## config.mk

```make
export PLATFORM = sky130hd
export DESIGN_NAME = mem_slave_pipe
export DESIGN_NICKNAME = d
export VERILOG_FILES = /design/src/rtl/mem_slave_pipe.sv
export SDC_FILE = /design/constraint.sdc
export NUM_CORES = 2
export LEC_CHECK = 0
export BUFFER_PORTS_ARGS = -buffer_cell sky130_fd_sc_hd__clkbuf_2
export CAP_MARGIN = 20
export CELL_PAD_IN_SITES_DETAIL_PLACEMENT = 0
export CELL_PAD_IN_SITES_GLOBAL_PLACEMENT = 1
export CORE_MARGIN = 2
export CORE_UTILIZATION = 46
export CTS_BUF_LIST = sky130_fd_sc_hd__clkbuf_4
export DETAILED_ROUTE_END_ITERATION = 12
export HOLD_SLACK_MARGIN = 0.05
export MAX_ROUTING_LAYER = met4
export PLACE_DENSITY_LB_ADDON = 0.1
export SLEW_MARGIN = 20
export SYNTH_ARGS = -nofsm -noshare
export SYNTH_HDL_FRONTEND = slang
export SYNTH_SLANG_ARGS = --single-unit
```

## constraint.sdc

```tcl
create_clock -name clk -period 13.55 [get_ports clk]
set_input_delay 0.6775 -clock clk [delete_from_list [all_inputs] [get_ports clk]]
set_output_delay 0.6775 -clock clk [all_outputs]
set_load 0.01 [all_outputs]
```

## src/rtl/mem_slave_pipe.sv

```systemverilog
// Parametrised synchronous memory slave with per-byte parity,
// byte enables, a clearing sweep after reset and pipelined reads.
module mem_slave_pipe #(
  parameter int DATA_W = 8,
  parameter int ADDR_W = 8,
  parameter int RD_LAT = 2
) (
  input  logic                   clk,
  input  logic                   reset,
  input  logic                   req_valid,
  output logic                   req_ready,
  input  logic                   req_write,
  input  logic [ADDR_W-1:0]      req_addr,
  input  logic [DATA_W-1:0]      req_wdata,
  input  logic [DATA_W/8-1:0]    req_be,
  input  logic                   inj_par_err,
  output logic                   rsp_valid,
  output logic [DATA_W-1:0]      rsp_rdata,
  output logic [DATA_W/8-1:0]    rsp_perr,
  output logic                   init_done
);

  localparam int NB    = DATA_W / 8;
  localparam int DEPTH = 1 << ADDR_W;

  typedef enum logic {INIT, RUN} state_t;

  state_t            state_q, state_d;
  logic [ADDR_W-1:0] cnt_q, cnt_d;

  logic [DATA_W-1:0] mem_q [DEPTH];
  logic [NB-1:0]     par_q [DEPTH];

  logic              wr_en;
  logic [ADDR_W-1:0] wr_addr;
  logic [DATA_W-1:0] wr_data;
  logic [NB-1:0]     wr_be;
  logic [NB-1:0]     wr_par;

  logic              acc;
  logic              rd_acc;
  logic [DATA_W-1:0] rd_word;
  logic [NB-1:0]     rd_perr;

  logic [RD_LAT-1:0] vld_q, vld_d;
  logic [DATA_W-1:0] dat_q  [RD_LAT];
  logic [DATA_W-1:0] dat_d  [RD_LAT];
  logic [NB-1:0]     perr_q [RD_LAT];
  logic [NB-1:0]     perr_d [RD_LAT];

  assign req_ready = (state_q == RUN);
  assign init_done = (state_q == RUN);
  assign acc       = req_valid & req_ready;
  assign rd_acc    = acc & ~req_write;

  always_comb begin
    state_d = state_q;
    cnt_d   = cnt_q;
    wr_en   = 1'b0;
    wr_addr = req_addr;
    wr_data = req_wdata;
    wr_be   = '0;
    wr_par  = '0;
    unique case (state_q)
      INIT: begin
        wr_en   = 1'b1;
        wr_addr = cnt_q;
        wr_data = '0;
        wr_be   = '1;
        cnt_d   = cnt_q + 1'b1;
        if (cnt_q == '1) state_d = RUN;
      end
      RUN: begin
        if (acc && req_write) begin
          wr_en = 1'b1;
          wr_be = req_be;
          for (int i = 0; i < NB; i++)
            wr_par[i] = (^req_wdata[8*i +: 8]) ^ inj_par_err;
        end
      end
      default: state_d = INIT;
    endcase
  end

  // Parity check happens at array read; the result rides the pipe
  always_comb begin
    rd_word = mem_q[req_addr];
    rd_perr = '0;
    for (int i = 0; i < NB; i++)
      rd_perr[i] = (^rd_word[8*i +: 8]) ^ par_q[req_addr][i];
  end

  always_comb begin
    vld_d     = '0;
    vld_d[0]  = rd_acc;
    dat_d[0]  = rd_acc ? rd_word : '0;
    perr_d[0] = rd_acc ? rd_perr : '0;
    for (int i = 1; i < RD_LAT; i++) begin
      vld_d[i]  = vld_q[i-1];
      dat_d[i]  = dat_q[i-1];
      perr_d[i] = perr_q[i-1];
    end
  end

  always_ff @(posedge clk) begin
    if (reset) begin
      state_q <= INIT;
      cnt_q   <= '0;
      vld_q   <= '0;
      for (int i = 0; i < RD_LAT; i++) begin
        dat_q[i]  <= '0;
        perr_q[i] <= '0;
      end
    end else begin
      state_q <= state_d;
      cnt_q   <= cnt_d;
      vld_q   <= vld_d;
      for (int i = 0; i < RD_LAT; i++) begin
        dat_q[i]  <= dat_d[i];
        perr_q[i] <= perr_d[i];
      end
    end
  end

  always_ff @(posedge clk) begin
    if (!reset && wr_en) begin
      for (int i = 0; i < NB; i++) begin
        if (wr_be[i]) begin
          mem_q[wr_addr][8*i +: 8] <= wr_data[8*i +: 8];
          par_q[wr_addr][i]        <= wr_par[i];
        end
      end
    end
  end

  assign rsp_valid = vld_q[RD_LAT-1];
  assign rsp_rdata = dat_q[RD_LAT-1];
  assign rsp_perr  = perr_q[RD_LAT-1];

endmodule

```

-- Word level (Yosys, flattened, before mapping)
Memories as Yosys holds them, arrays and structs flattened.
Index checks and enable logic that the tools add are counted.
- $add $sub $neg: 1
- reductions and logical operators: 5
- multiplexer cells: 22
- bitwise logic cells: 10
- equal/unequal tests: 1
- operators by type and width (operator ; count):
    two-way mux 8 bit ; 5
    parity 8 bit ; 2
    two-way mux 1 bit ; 15
    adder 8 x 1 -> 8 bit (second input constant) ; 1
    equality test 8 bit (second input constant) ; 1
    OR 1 bit ; 4
    case mux 1 bit (2 select lines) ; 2
    AND 1 bit ; 2
    logical AND 1 bit ; 2
    inverter 1 bit ; 2
    XOR 1 bit ; 2
    zero test 1 bit ; 1
- memories kept: 4
- output and inout port bits: 12
- RAM bits: 2322
- bits in registers: 11
- memory list (memory ; depth ; width ; rd ports ; clocked after memory_dff ; wr ports ; RTL line ; source):
    mem_q ; 256 ; 8 ; 1 ; 0 ; 1 ; 31 ; logic [DATA_W-1:0] mem_q [DEPTH];
    par_q ; 256 ; 1 ; 1 ; 0 ; 1 ; 32 ; logic [NB-1:0] par_q [DEPTH];
    dat_q ; 2 ; 8 ; 2 ; 0 ; 2 ; 46 ; logic [DATA_W-1:0] dat_q [RD_LAT];
    perr_q ; 2 ; 1 ; 2 ; 0 ; 2 ; 48 ; logic [NB-1:0] perr_q [RD_LAT];

-- Logic depth before layout (Yosys ltp)
- word-level depth: 7
- depth in mapped cells: 18
- depth with buffers taken out: 10

-- Worst setup path after synthesis
OpenSTA, ideal clock, no wires.
- path kind: input -> register
- start point: input port req_wdata[1]
- end point: memory par_q[0] in the netlist's numbering, data pin
- setup slack: -0.134 ns
- data required time: 11.339 ns
- arrival time: 11.473 ns
- stages on the path: 5
- cells stage by stage: xnor2_1 xnor2_1 xnor2_1 xnor2_1 nor3b_1
- word-level cells in the longest chain between the ends: 4
- RTL lines (element ; RTL line ; source):
    start: declaration ; 14 ; input logic [DATA_W-1:0] req_wdata,
    parity 8 bit ; 78 ; wr_par[i] = (^req_wdata[8*i +: 8]) ^ inj_par_err;
    XOR 1 bit ; 78 ;
    two-way mux 1 bit ; 74 ; if (acc && req_write) begin
    two-way mux 1 bit ; 64 ; unique case (state_q)
    net wr_par ; 38 ; logic [NB-1:0] wr_par;
    end: declaration ; 32 ;
The timed path passes the listed nets, and every way through them passes these cells.

==> impl_results.md <==
- Launching point of the worst reg2reg path: init_done$_SDFF_PP0_
- Count of clock tree sinks: 2333
- Post-layout min period: 5420 ps
- Final routed wire length divided by cell count: 33.2 um
- Result of the run: complete, no violations
- Syn Inst Count: 4296
- Synthesized Nets: 4319
- Crit. Startpoint: req_addr[0]
- Die outline area: 0.202 sq mm
- Cell type of the slowest stage on the worst timing path: buf_4
- Hold_buf cts: 14
- Share of layout cells above drive strength 1: 0.334
- Power per unit of standard cell area: 142 mW/mm^2
- Peak supply drop: 0.0781 mV
- Fraction of power consumed by sequential logic: 0.537
- Die height: 449 um
- Library cell with the highest instance count after synthesis: edfxtp_1
- Total instance count after detailed placement: 6836
- IO Port Bufs: 33
- Io pins: 34
- Final cycle utilization of the critical path: 0.400
- Total number of vias: 47200
- CTS Root Cell: clkbuf_4
- Synth async-reset ratio: 0
- Antenna violations before repair: 18
- Final standard cell utilization of the core: 0.519
- Number of distinct library cell variants in the gate-level netlist after synthesis: 68
- Kind of critical path: input pin to register
- GP Congestion: 0.830
- Relative contribution of the clock network to total power: 0.418
- Horiz. Die Dim: 449 um
- Clock latency on the worst-skew pair: 1390 ps
- Final Hold Vio Count: 0
- Sequential cell area fraction in the yosys report: 0.766
- Area share of xor/xnor cells in the synthesized design: 0.00231
- Wire length of the first global-routing pass: 370 mm
- Initial Utilization: 0.463
- Most instantiated cells after synthesis: edfxtp_1, mux4_2, nor2_1
- Post-Synthesis Cell Area: 0.0911 sq mm
- Maximum number of pins on one net before global-route repair: 193
- Worst EP required: 14810 ps
- Count of placed standard cells in the final layout, fillers left out: 7914
- Dominant combinational cell family by area after synthesis: multiplexers
- Simple-Gate Fraction of Synth Area: 0.0267
- Total count of max-transition violations in the final report: 0
- Nature of the critical path endpoint: register
- Delay contributed by the slowest stage of the critical path: 780 ps
- Class of the tightest hold or removal check: input pin to register
- Crit path capture: dat_q[0][2]$_SDFF_PP0_
- Main area contributors after synthesis: edfxtp_1, mux4_2, mux2i_1
- Final WL: 262 mm
- H-Tree Level Count: 6
- Post-synthesis mux area share: 0.162
- DRC viols: 0
- Final setup violation count: 0
- Remaining number of nets flagged by the antenna check after routing: 0
- Endpoint of the worst-slack reg-to-reg timing path: mem_q[112][7]$_DFFE_PP_
- Highest fanout seen on the critical path: 74
- Cell depth of the worst flop-to-flop path: 5
- Achievable clock frequency: 0.184 GHz
- Largest area contributor in the synthesized netlist: edfxtp_1
- Post-CTS setup buffer count: 0
- Max cap viols: 0
- Synthesized-area fraction occupied by ao, oa, aoi and oai cells: 0.0249
- FF+latch count, synth: 2333
- Vias per Instance: 5.96
- First-pass iteration count of the detailed router: 7
- Final HPWL from detailed placement: 156 mm
- Number of nets in the finished design: 4869
- Number of flops mapped to enable cells by yosys: 2304
- Overall global routing resource usage: 0.269
- Number of warnings printed during yosys synthesis: 0
- Placement Rows: 163
- Area Overhead vs Synth: 12.1%
- Slew at the pin closest to its max-slew limit: 1170 ps
- Core Box Area: 0.197 sq mm
- Combinational power share: 0.045
- Net switching power figure: 3.25 mW
- Final standard cell area without fillers: 0.102 sq mm
- Number of cells upsized or downsized after cts: 0
- Worst Skew: 80.5 ps
- Filler Cells Inserted: 16100
- Standard cell area after detailed placement: 0.0942 sq mm
- Syn_area_per_cell: 21.2 sq um
- Deepest clock path buffer count: 4
- Number of DRC markers in iteration 0: 5134
- Most common cell on crit path: mux4_2
- Setup total negative slack: 0 ps
- Sort of element at the start of the critical path: input pin
- Leakage dissipation: 35.1 nW
- Tightest hold margin: 217 ps
- Clock transition at the registers of the reported paths: 60 ps
- Switching fraction of total power: 0.223
- Top cell type's share of synthesized area: 0.759
- Worst R2R Setup Slack: 9260 ps
- Ys flop type: edfxtp_1
- Critical path cell sequence: buf_8 -> buf_12 -> buf_4 -> buf_4 -> mux4_2 -> mux4_2 -> mux4_2 -> nand2_1 -> nand2_1 -> o21ai_1 -> dlygate4sd3_1 -> nor2_1 -> dlygate4sd3_1
- Vias in the first global route: 48000
- Arithmetic-cell share of the synthesized area counting full adders, half adders and majority gates: 0.000137
- Internal portion of total power: 11.3 mW
- Inserted Clock Buffers: 626
- Slew headroom: 0.218
- Data arrival time of the worst path: 6680 ps
- Global route overflow: 0
- RSZ-0062 raised after global routing: false
- TritonCTS clock tree: done
## per-stage QoR
stage / total power, mW / setup slack, ps
after floorplan: 8.37 / 5570
after CTS: 14.7 / 8280
after global placement: 8.63 / 6920
final: 14.6 / 8130
after global routing: 15.1 / 7850
after detailed placement: 8.63 / 6930
## routing by layer
layer | track usage | vias up | part of all wire
met5 | - | - | 0
met4 | 0.0858 | 0 | 0.024
met3 | 0.0616 | 367 | 0.076
met2 | 0.400 | 2002 | 0.47
met1 | 0.372 | 25300 | 0.43
li1 | - | 19500 | -
## worst max-delay path: cells and delay by family
kind | cells | cell delay [ps]
compound gates | 1 | 200
simple gates | 3 | 310
buf+inv | 6 | 3700
mux | 3 | 1560
## power groups by stage
| stage | combinational, mW | sequential (mW) | clock (mW) |
|---|---|---|---|
| 4_1_cts | 0.666 | 7.81 | 6.23 |
| 6_report | 0.662 | 7.81 | 6.08 |
| 5_1_grt | 0.687 | 7.81 | 6.61 |
| 3_3_place_gp | 0.659 | 7.97 | 0 |
| 2_1_floorplan | 0.409 | 7.97 | 0 |
| 3_5_place_dp | 0.661 | 7.97 | 0 |
## area by class of cell
cell class                 count  area, sq um  area share
tap                         2640         3300      0.0323
antenna                       12         30.0    0.000294
clock buffer                 940         7060      0.0691
sequential                  2333        69800       0.683
inverter                       8         38.8    0.000380
multi-input combinational   1699        19900       0.195
timing repair buffer         178         1500      0.0146
clock inverter               104          558     0.00546
## worst min-delay path by stage
stage | end | slack (ps) | start | cells after the start
after floorplan | dat_q[0][10]$_SDFF_PP0_ | 410 | dat_q[0][2]$_SDFF_PP0_ | 1
after global placement | cnt_q[2]$_SDFFE_PP0N_ | 550 | cnt_q[2]$_SDFFE_PP0N_ | 2
after detailed placement | dat_q[0][11]$_SDFF_PP0_ | 570 | dat_q[0][3]$_SDFF_PP0_ | 1
after CTS | par_q[14]$_DFFE_PP_ | 90 | req_valid | 4
after global routing | dat_q[0][7]$_SDFF_PP0_ | 180 | req_valid | 4
final | dat_q[0][1]$_SDFF_PP0_ | 220 | req_valid | 4
## cell families after synthesis
logic type,count (synthesis)
adders and majority gates,1
DFF,2333
muxes,791
and+or+nand+nor,571
xor gates and xnor gates,20
AOI/OAI and AO/OA,316
buffers and inverters,264
## registers in the layout (all words and copies together) (netlist names)
signal     flops
mem_q       2048
par_q        256
dat_q         16
cnt_q          8
perr_q         2
vld_q          2
init_done      1
## cell usage in the layout (no fill, tap or decap), drive strengths merged, types with 10 or more instances in the layout
master and n:
mux2 19, clkbuf 967, nor2b 22, buf 137
diode 12, nor3 29, nand3 20, a221oi 16
mux4 545, mux2i 227, o221ai 66, and2 17
a21oi 50, nor2 325, o22ai 40, nand2 116
dfxtp 29, o21ai 34, o2111ai 10, dlygate4sd3 14
a31oi 15, a211oi 14, nand2b 10, clkinv 83
edfxtp 2304, a22oi 16, inv 22, xnor2 12
(Power assumes the default switching activity.)
